### src/rtl/led_scan_pkg.sv
// Shared types and sizing helpers for the LED column scan sequencer.
// Imported by the scan controller top level and its frame buffer.
package led_scan_pkg;

  typedef enum logic [1:0] {
    IDLE  = 2'd0,
    BLANK = 2'd1,
    DRIVE = 2'd2
  } scan_state_t;

  // The dwell/blank counter must hold the larger of the two intervals.
  function automatic int scan_cnt_width(input int dwell, input int blank);
    int longest;
    longest = (dwell > blank) ? dwell : blank;
    return (longest < 1) ? 1 : $clog2(longest + 1);
  endfunction

endpackage

### src/rtl/led_frame_buffer.sv
// Double buffer for the LED grid: one pending slot fed by the game core and
// the display register that is only replaced on a frame boundary.
module led_frame_buffer
  import led_scan_pkg::*;
#(
  parameter int W = 64
) (
  input  logic         clk,
  input  logic         rst_n,
  input  logic [W-1:0] frame_in,
  input  logic         accept,
  input  logic         swap,
  output logic         frame_ready,
  output logic [W-1:0] cells
);

  logic [W-1:0] pending_q, pending_d;
  logic [W-1:0] cells_q, cells_d;
  logic         ready_q, ready_d;

  // Accept needs an empty slot and swap needs a full one, so the two never coincide.
  always_comb begin
    pending_d = pending_q;
    cells_d   = cells_q;
    ready_d   = ready_q;
    if (swap) begin
      cells_d = pending_q;
      ready_d = 1'b1;
    end else if (accept) begin
      pending_d = frame_in;
      ready_d   = 1'b0;
    end
  end

  always_ff @(posedge clk or negedge rst_n) begin
    if (!rst_n) begin
      pending_q <= '0;
      cells_q   <= '0;
      ready_q   <= 1'b1;
    end else begin
      pending_q <= pending_d;
      cells_q   <= cells_d;
      ready_q   <= ready_d;
    end
  end

  assign frame_ready = ready_q;
  assign cells       = cells_q;

endmodule

### src/rtl/led_scan_controller.sv
// Column scan sequencer for the Conway LED array: steps x through the columns
// with blanking gaps around each dwell and swaps in new frames at the wrap.
module led_scan_controller
  import led_scan_pkg::*;
#(
  parameter int N            = 8,
  parameter int DWELL_CYCLES = 1024,
  parameter int BLANK_CYCLES = 16
) (
  input  logic                 clk,
  input  logic                 rst_n,
  input  logic                 run,
  input  logic [N*N-1:0]       frame_in,
  input  logic                 frame_valid,
  output logic                 frame_ready,
  output logic [$clog2(N):0]   x,
  output logic                 ena,
  output logic [N*N-1:0]       cells,
  output logic                 frame_start
);

  localparam int XW = $clog2(N) + 1;
  localparam int CW = scan_cnt_width(DWELL_CYCLES, BLANK_CYCLES);

  localparam logic [XW-1:0] X_LAST     = XW'(N - 1);
  localparam logic [CW-1:0] DWELL_LAST = CW'(DWELL_CYCLES - 1);
  localparam logic [CW-1:0] BLANK_LAST = CW'((BLANK_CYCLES > 0) ? BLANK_CYCLES - 1 : 0);
  localparam bit            NO_BLANK   = (BLANK_CYCLES == 0);

  scan_state_t   state_q, state_d;
  logic [XW-1:0] x_q, x_d;
  logic [CW-1:0] cnt_q, cnt_d;
  logic          ena_q, ena_d;
  logic          frame_start_q, frame_start_d;

  logic          wrap;
  logic          accept;
  logic          swap;

  // Next-state logic; dropping run wins over everything and parks the scan at column 0.
  always_comb begin
    state_d       = state_q;
    x_d           = x_q;
    cnt_d         = cnt_q;
    ena_d         = ena_q;
    frame_start_d = 1'b0;
    wrap          = 1'b0;

    if (!run) begin
      state_d = IDLE;
      x_d     = '0;
      cnt_d   = '0;
      ena_d   = 1'b0;
    end else begin
      unique case (state_q)
        IDLE: begin
          x_d           = '0;
          cnt_d         = '0;
          frame_start_d = 1'b1;
          if (NO_BLANK) begin
            state_d = DRIVE;
            ena_d   = 1'b1;
          end else begin
            state_d = BLANK;
            ena_d   = 1'b0;
          end
        end

        BLANK: begin
          if (cnt_q == BLANK_LAST) begin
            state_d = DRIVE;
            ena_d   = 1'b1;
            cnt_d   = '0;
          end else begin
            cnt_d = cnt_q + CW'(1);
          end
        end

        DRIVE: begin
          if (cnt_q == DWELL_LAST) begin
            cnt_d = '0;
            // x moves on the same edge that ena falls, so the driver never sees it change while lit.
            if (x_q == X_LAST) begin
              x_d           = '0;
              wrap          = 1'b1;
              frame_start_d = 1'b1;
            end else begin
              x_d = x_q + XW'(1);
            end
            if (NO_BLANK) begin
              state_d = DRIVE;
              ena_d   = 1'b1;
            end else begin
              state_d = BLANK;
              ena_d   = 1'b0;
            end
          end else begin
            cnt_d = cnt_q + CW'(1);
          end
        end

        default: begin
          state_d = IDLE;
          x_d     = '0;
          cnt_d   = '0;
          ena_d   = 1'b0;
        end
      endcase
    end
  end

  always_ff @(posedge clk or negedge rst_n) begin
    if (!rst_n) begin
      state_q       <= IDLE;
      x_q           <= '0;
      cnt_q         <= '0;
      ena_q         <= 1'b0;
      frame_start_q <= 1'b0;
    end else begin
      state_q       <= state_d;
      x_q           <= x_d;
      cnt_q         <= cnt_d;
      ena_q         <= ena_d;
      frame_start_q <= frame_start_d;
    end
  end

  // An idle display refreshes as soon as a frame lands; a running one waits for the wrap.
  assign accept = frame_valid && frame_ready;
  assign swap   = !frame_ready && ((state_q == IDLE) || wrap);

  led_frame_buffer #(
    .W(N * N)
  ) u_frame_buffer (
    .clk         (clk),
    .rst_n       (rst_n),
    .frame_in    (frame_in),
    .accept      (accept),
    .swap        (swap),
    .frame_ready (frame_ready),
    .cells       (cells)
  );

  assign x           = x_q;
  assign ena         = ena_q;
  assign frame_start = frame_start_q;

endmodule

### config.mk
export PLATFORM = sky130hd
export DESIGN_NAME = led_scan_controller
export DESIGN_NICKNAME = d
export VERILOG_FILES = /design/src/rtl/led_scan_pkg.sv /design/src/rtl/led_frame_buffer.sv /design/src/rtl/led_scan_controller.sv
export SDC_FILE = /design/constraint.sdc
export NUM_CORES = 1
export LEC_CHECK = 0
export ABC_AREA = 1
export CAP_MARGIN = 30
export CORE_ASPECT_RATIO = 0.9
export CORE_MARGIN = 8
export CORE_UTILIZATION = 40
export CTS_CLUSTER_SIZE = 28
export DETAILED_ROUTE_END_ITERATION = 10
export GPL_ROUTABILITY_DRIVEN = 0
export GPL_TIMING_DRIVEN = 0
export PLACE_DENSITY = 0.69
export SYNTH_ARGS = -nofsm -noshare
export SYNTH_HDL_FRONTEND = slang
export SYNTH_HIERARCHICAL = 1
export SYNTH_SLANG_ARGS = --single-unit
### constraint.sdc
create_clock -name clk -period 1.7 [get_ports clk]
set_input_delay 0.34 -clock clk [delete_from_list [all_inputs] [get_ports clk]]
set_output_delay 0.34 -clock clk [all_outputs]
set_load 0.05 [all_outputs]
==> parameters.txt, run 1 <==
Parameter                              Value

Run status
  Outcome ... complete, but fails checks
  Violations in the final reports ... negative setup slack

Global routing
  Global-route wire length before repair ... around 28,000 microns
  Met1 demand-to-capacity share in global routing ... 22.5%
  Antenna violations before repair ... 0
  Largest net degree at the start of global routing ... 93
  Global-route met2 utilization ... 29.8%
  Final global-route overflow total ... 0
  Vias in the first global route ... approximately 5,400
  Met3 Resource Use GR ... ~5.7%
  Total routing usage reported by global routing ... 18.1%
  Most Used Layer, Global Route ... met2

Clocking
  Cts bufs inserted ... 17
  Cts hold-fix bufs ... 0
  CTS root buffer ... sky130_fd_sc_hd__clkbuf_16
  Clock tree from TritonCTS ... done
  Max Buffers Root-to-Sink ... 2
  Number of clock sinks seen by CTS ... 147
  CTS clk-pin slew, worst paths ... 0.06 ns
  Later-pin clock latency in the skew report ... 0.41 ns
  CTS H-tree lvls ... 4

Timing
  Max-slew violation count ... 0
  Worst clock skew ... 0.00897 ns
  Unrepaired setup endpoints after global routing ... yes
  Slew margin rel. ... between 40% and 50%
  Final setup fails ... 130
  Upper clock frequency limit ... 526 MHz
  Final critical delay including setup and external delays ... 1.90 ns
  Final critical-path share of the clock period ... 112%
  Transition time at the pin with the least slew margin ... 0.853 ns
  Worst-case setup margin in the final layout ... -0.200 ns
  Final Hold Vio Count ... 0

Final layout
  Fraction of layout instances using a drive strength above 1 ... 29.4%
  Layout overhead on the synthesized area ... 59.2%
  Fill cell count ... 1,170
  Antenna diodes ... 0
  Share of the core filled with cells in the final layout ... 65.2%
  Final cell count without fillers ... 1,093
  Final net count ... 956
  Fin area ... 9630 sq um

Power and ir drop
  Net Switching ... 8.60 mW
  Reg power frac ... 28.6%
  LEAKAGE ... 4.82 nW
  Internal power consumption ... 11.7 mW
  Part of the power in combinational logic ... between 50% and 60%
  Overall power of the completed layout ... roughly 20 mW
  Maximum vdd drop ... 1.06 mV
  Relative contribution of the clock network to total power ... 18.8%
  Pwr/cell area ... 2110 nW/um^2
  Switching part of the total power ... 42.3%

Route
  Routed via count ... 5,157
  First-pass detailed-route iteration total ... 4
  Via density ... ~4.7
  Number of violations reported at the end of detailed-routing iteration 0 ... between 200 and 300
  Routed WL per cell ... 15.9 microns
  Final WL ... ~17,000 microns
  Count of unresolved DRC violations after routing ... 0
  Remaining antenna violation count after routing ... 0

Yosys
  Top flip-flop cell by instance count after synthesis ... sky130_fd_sc_hd__dfrtp_1
  Post-synthesis cell type with the largest combined area ... sky130_fd_sc_hd__dfrtp_1
  Top cells by area in the synthesized netlist ... sky130_fd_sc_hd__dfrtp_1 60%, sky130_fd_sc_hd__nand2_1 22%, sky130_fd_sc_hd__nand3_1 6.0%
  Fraction of the yosys area taken by sequential cells ... 60.9%
  Yosys synthesis warning count ... 6
  Cell with the most instances after synthesis ... sky130_fd_sc_hd__nand2_1
  Avg Synthesized Cell Area ... 8.83 sq um
  Number of enable-type register cells in the synthesized netlist ... 0
  Seq cells post-synth ... approximately 150
  Post-synthesis instance total ... 685
  Post-synth top area share ... 60.4%
  Share of synthesized flip-flops with an asynchronous set or reset ... between 90% and 100%
  Syn nets ... ~760
  Synth cell types ... 28
  Top post-synthesis cells by count ... 352 x sky130_fd_sc_hd__nand2_1, 146 x sky130_fd_sc_hd__dfrtp_1, 72 x sky130_fd_sc_hd__nand3_1, 29 x sky130_fd_sc_hd__buf_2, 19 x sky130_fd_sc_hd__inv_1
  Synthesized area ... 6050 sq um

Die
  Floorplan die height ... around 130 microns
  Die outline width ... between 100 and 150 microns
  Initial standard-cell utilization of the core ... approximately 41%
  Placeable Area ... 14,800 sq um
  Row Count ... 42
  I/O pin count ... 139
  Area of the die ... 19,300 sq um

Worst setup path
  Worst EP arrival ... 2.20 ns
  Kind of start point of the critical path ... flop
  Worst setup path category ... reg -> reg
  Worst-case reg-to-reg path depth ... 12
  Critical path peak fanout ... 8
  Worst setup startpoint ... cnt_q[0]
  Source of the worst register-to-register timing path ... cnt_q[0]
  Kind of end point of the critical path ... flop
  Required time reported for the critical path endpoint ... roughly 2.0 ns

Place
  Placed wire-length estimate after detailed placement ... 10,600 microns
  Post-placement setup slack ... -0.373 ns
  Placement Cell Area ... 7740 sq um
  Number of buffer cells added on primary ports ... ~140
  Number of cells in the design after placement ... 1,022

Hold path
  Class of the most critical hold timing path ... in -> async

Job
  Number of violations of the max-capacitance limit ... 0
[worst max-delay path: stages, from the launching register on]
cell	delay (ns)
sky130_fd_sc_hd__dfrtp_1	0.36
sky130_fd_sc_hd__ha_2	0.19
sky130_fd_sc_hd__nand2_2	0.07
sky130_fd_sc_hd__nor2_4	0.12
sky130_fd_sc_hd__nand3_4	0.09
sky130_fd_sc_hd__nor2_4	0.16
sky130_fd_sc_hd__nor2_4	0.06
sky130_fd_sc_hd__nor2_4	0.18
sky130_fd_sc_hd__inv_8	0.10
sky130_fd_sc_hd__clkbuf_16	0.19
sky130_fd_sc_hd__buf_16	0.14
sky130_fd_sc_hd__nand3_2	0.06
sky130_fd_sc_hd__nand2_1	0.05
[timing repair]
action                                  CTS  global route
gates cloned                             12             5
endpoints found under the setup margin  200           159
setup buffers                            20             5
resized for setup                       263            83
pin swaps                                53            14
[flip-flops by register name, indices dropped and copies added, names as in the netlist]
name	flops
u_frame_buffer/frame_ready	1
cnt_q	11
frame_start	1
x	4
u_frame_buffer/pending_q	64
u_frame_buffer/cells	64
state_q	2
[metrics by stage]
| step | TNS, ns | hold slack [ns] |
|---|---|---|
| floorplan | -2.54 | 0.0444 |
| global placement | -873.50 | 0.453 |
| detailed placement | -40.58 | 0.458 |
| CTS | -21.92 | 0.0404 |
| global route | -34.32 | 0.0805 |
| finish | -21.06 | 0.0226 |
[power groups by stage]
stage               registers (mW)  clock network [mW]  logic (mW)
floorplan                     7.94                   0        2.93
global placement              5.75                   0        7.68
detailed placement            5.76                   0        7.81
CTS                           5.77                3.89        10.1
global route                  5.98                4.07        11.5
finish                        5.81                3.83        10.7
[per-layer routing]
metal  part of all wire, %  wire length (microns)  up-vias
li1                      -                      -     2532
met1                    45                   7830     2487
met2                    49                   8450      121
met3                   5.1                    889       17
met4                   1.4                    246        0
met5                     0                      0        -
[cell families after synthesis]
kind of cell	share of synthesized area, %
and+or+nand+nor	32.1
AOI/OAI and AO/OA	0.848
xor gates and xnor gates	0.724
adders and majority gates	1.24
buffers and inverters	4.20
DFF	60.9
[area by class of cell]
cell class                      count  area, sq um  area share [%]
Buffer                             33          392            4.07
Clock buffer                       27          503            5.22
Clock inverter                      5          100            1.04
Inverter                           20         86.3           0.897
Multi-Input combinational cell    485         2650            27.5
Sequential cell                   147         3680            38.3
Tap cell                          198          248            2.57
Timing Repair Buffer              178         1970            20.4
[path summary, 6_finish.rpt]
kind                                           endpoint  slack (ns)
min                         u_frame_buffer/pending_q[4]        0.02
min reg2reg                    u_frame_buffer/cells[53]        0.46
min in group clk               u_frame_buffer/cells[53]        0.46
max reg2reg                u_frame_buffer/pending_q[14]       -0.20
max in group asynchronous                    state_q[1]        0.92
max                        u_frame_buffer/pending_q[14]       -0.20
[cell usage in the layout, fill, tap and decap left out, types with 14 or more instances in the layout]
master	netlist	final
sky130_fd_sc_hd__dfrtp_1	146	143
sky130_fd_sc_hd__buf_8	0	18
sky130_fd_sc_hd__nand3_1	72	14
sky130_fd_sc_hd__clkdlybuf4s50_1	0	66
sky130_fd_sc_hd__buf_4	4	17
sky130_fd_sc_hd__clkbuf_16	0	22
sky130_fd_sc_hd__clkdlybuf4s15_1	0	24
sky130_fd_sc_hd__nand2_2	3	55
sky130_fd_sc_hd__nand2_1	352	297
sky130_fd_sc_hd__inv_1	19	16
sky130_fd_sc_hd__dlygate4sd2_1	0	35
sky130_fd_sc_hd__buf_6	0	14
sky130_fd_sc_hd__nand3_2	1	58
No activity file was read; power rests on OpenSTA's default activity.
==> run 2, diff against run 1 <==
--- a/config.mk
+++ b/config.mk
@@ -7,14 +7,13 @@
 export LEC_CHECK = 0
 export ABC_AREA = 1
 export CAP_MARGIN = 30
-export CORE_ASPECT_RATIO = 0.9
 export CORE_MARGIN = 8
 export CORE_UTILIZATION = 40
 export CTS_CLUSTER_SIZE = 28
 export DETAILED_ROUTE_END_ITERATION = 10
 export GPL_ROUTABILITY_DRIVEN = 0
 export GPL_TIMING_DRIVEN = 0
-export PLACE_DENSITY = 0.69
+export PLACE_DENSITY = 0.66
 export SYNTH_ARGS = -nofsm -noshare
 export SYNTH_HDL_FRONTEND = slang
 export SYNTH_HIERARCHICAL = 1
==> constraint.sdc (replaced) <==
create_clock -name clk -period 2.4 [get_ports clk]
set_input_delay 0.48 -clock clk [delete_from_list [all_inputs] [get_ports clk]]
set_output_delay 0.48 -clock clk [all_outputs]
set_load 0.05 [all_outputs]
==> run 2 against run 1 <==
  * Worst hold slack improved by 0.042 ns
  * Non-clock buffer count decreased by 38
  * The flow now finishes without violations
  * Die area about the same
  * Combinational power decreased by 49%
  * Final cell count decreased by 4.7%
  * Utilization decreased by 10 points
  * Routed wire length decreased by 13%
  * Total power decreased by 42%
  * Critical path type is now reg -> out
  * Highest routed layer is now met5
  * Register-to-register slack improved by 0.48 ns
  * Setup slack improved by 0.33 ns
  * Via count decreased by 5.7%
==> parameters.txt, run 2 (synthesis results as in run 1) <==
Parameter                              Value

Clocking
  Cts bufs inserted ... 17
  Number of clock sinks seen by CTS ... 147
  Cts hold-fix bufs ... 0
  Post_cts resized ... 0
  Buffer count from post-CTS setup fixing ... 0
  CTS H-tree lvls ... 4
  CTS root buffer ... sky130_fd_sc_hd__clkbuf_16
  Clock tree from TritonCTS ... done
  CTS clk-pin slew, worst paths ... 0.06 ns
  Later-pin clock latency in the skew report ... ~0.4 ns
  Max Buffers Root-to-Sink ... 2

Final layout
  Most frequent cells in the layout ... 352 x sky130_fd_sc_hd__nand2_1, 146 x sky130_fd_sc_hd__dfrtp_1, 137 x sky130_fd_sc_hd__clkdlybuf4s50_1, 72 x sky130_fd_sc_hd__nand3_1, 29 x sky130_fd_sc_hd__buf_2
  Layout overhead on the synthesized area ... 35.6%
  Share of the core filled with cells in the final layout ... 54.7%
  Final net count ... 917
  Fin area ... 8200 sq um
  Leading cell type in the layout, fill and taps excluded ... sky130_fd_sc_hd__nand2_1
  Fill cell count ... between 1,000 and 1,500
  Fraction of layout instances using a drive strength above 1 ... roughly a tenth

Timing
  Final setup fails ... 0
  Transition time at the pin with the least slew margin ... 0.630 ns
  Worst-case setup margin in the final layout ... ~0.13 ns
  Unrepaired setup endpoints after global routing ... no
  Final Hold Vio Count ... 0
  Final critical delay including setup and external delays ... 2.27 ns
  Setup Total Neg Slack ... 0 ns
  Final critical-path share of the clock period ... 94.4%
  Slew margin rel. ... 58.0%
  Worst hold slack after final layout ... 0.0647 ns
  Upper clock frequency limit ... roughly 440 MHz
  Max-slew violation count ... 0
  Worst clock skew ... 0.00963 ns

Place
  Number of buffer cells added on primary ports ... 138
  Post-placement setup slack ... 0.214 ns
  Placement Cell Area ... 7690 sq um
  Placed wire-length estimate after detailed placement ... 10,700 microns

Hold path
  Class of the most critical hold timing path ... in -> async

Worst setup path
  Kind of end point of the critical path ... primary output
  Register-to-register setup slack ... between 0.2 and 0.3 ns
  Buffers and inverters on the worst path ... 1
  Max stage delay on crit path ... 0.81 ns
  Worst setup path category ... reg -> out
  Kind of start point of the critical path ... flop
  Worst EP arrival ... 1.79 ns
  Cell breakdown of the critical path ... clkdlybuf4s50_1
  Slowest CP cell ... sky130_fd_sc_hd__clkdlybuf4s50_1
  Critical path peak fanout ... 4
  Required time reported for the critical path endpoint ... 1.92 ns
  Kind of cell with the highest combined delay on the critical path ... buffers and inverters

Global routing
  Global-route wire length before repair ... roughly 25,000 microns
  Antenna violations before repair ... 2
  Final global-route overflow total ... 0
  Vias in the first global route ... 4,869
  Largest net degree at the start of global routing ... 81
  Total routing usage reported by global routing ... 16.4%

Route
  Routed via count ... 4,861
  Number of violations reported at the end of detailed-routing iteration 0 ... around 260
  Remaining antenna violation count after routing ... 0
  Routed WL per cell ... 14.6 microns
  First-pass detailed-route iteration total ... 4
  Via density ... 4.67
  Final WL ... 15,200 microns
  Count of unresolved DRC violations after routing ... 0

Power and ir drop
  LEAKAGE ... 4.14 nW
  Pwr/cell area ... approximately 1400 nW/um^2
  Maximum vdd drop ... 0.617 mV

Die
  Placeable Area ... 15,000 sq um
  Row Count ... 45
  Area of the die ... just under 20,000 sq um
  Floorplan die height ... 139 microns
  I/O pin count ... 139
  Die outline width ... ~140 microns
  Initial standard-cell utilization of the core ... 40.4%

Job
  Number of violations of the max-capacitance limit ... 0

Run status
  Outcome ... finished, final reports clean
-- run 2: cell types whose count changed in the layout (fill, tap and decap cells not counted), sizes merged, moves of 2 or more --
| cell | before | now |
|---|---|---|
| clkbuf | 40 | 24 |
| clkdlybuf4s15 | 27 | 0 |
| buf | 70 | 36 |
| clkdlybuf4s50 | 66 | 137 |
| clkinv | 3 | 5 |
| dlygate4sd2 | 35 | 0 |
| bufinv | 3 | 0 |
-- run 2: layer usage --
metal	up-vias	global-route usage, %	wire length [microns]
met1	2275	20.5	6920
met2	120	26.2	7210
met3	15	4.85	864
li1	2449	-	-
met5	-	0	11
met4	2	6.35	206
-- run 2: final cells by class --
| type | instances | area [sq um] | area share, % |
|---|---|---|---|
| diodes | 1 | 2.50 | 0.0305 |
| plain buffers | 34 | 179 | 2.18 |
| clock buffers | 24 | 472 | 5.75 |
| clock inverters | 5 | 31.3 | 0.382 |
| inverters | 20 | 75.1 | 0.916 |
| multi-input cells | 484 | 2110 | 25.8 |
| flip-flops and latches | 147 | 3680 | 44.9 |
| well taps | 188 | 235 | 2.87 |
| repair buffers | 139 | 1410 | 17.2 |
-- run 2: worst paths after layout --
check / endpoint / from / cells past startpoint
setup / recovery: frame_ready / u_frame_buffer/frame_ready / 1
hold / removal: u_frame_buffer/pending_q[6] / rst_n / 1
setup reg to reg: u_frame_buffer/pending_q[5] / cnt_q[0] / 12
hold reg to reg: cnt_q[0] / cnt_q[0] / 1
max in group asynchronous: u_frame_buffer/frame_ready / rst_n / 2
min in group clk: cnt_q[0] / cnt_q[0] / 1
-- run 2: where the power goes --
part	total, mW	switching (mW)	leakage, nW	internal, mW
clock	2.28	0.929	0.246	1.35
sequential	4.05	0.539	1.87	3.51
combinational	5.45	3.72	2.02	1.73
-- run 2: stage by stage --
step	power, mW	cells
5_1_grt	12.6	1042
3_3_place_gp	9.51	1011
6_report	11.8	1042
3_5_place_dp	9.60	1012
2_1_floorplan	7.68	685
4_1_cts	11.9	1041
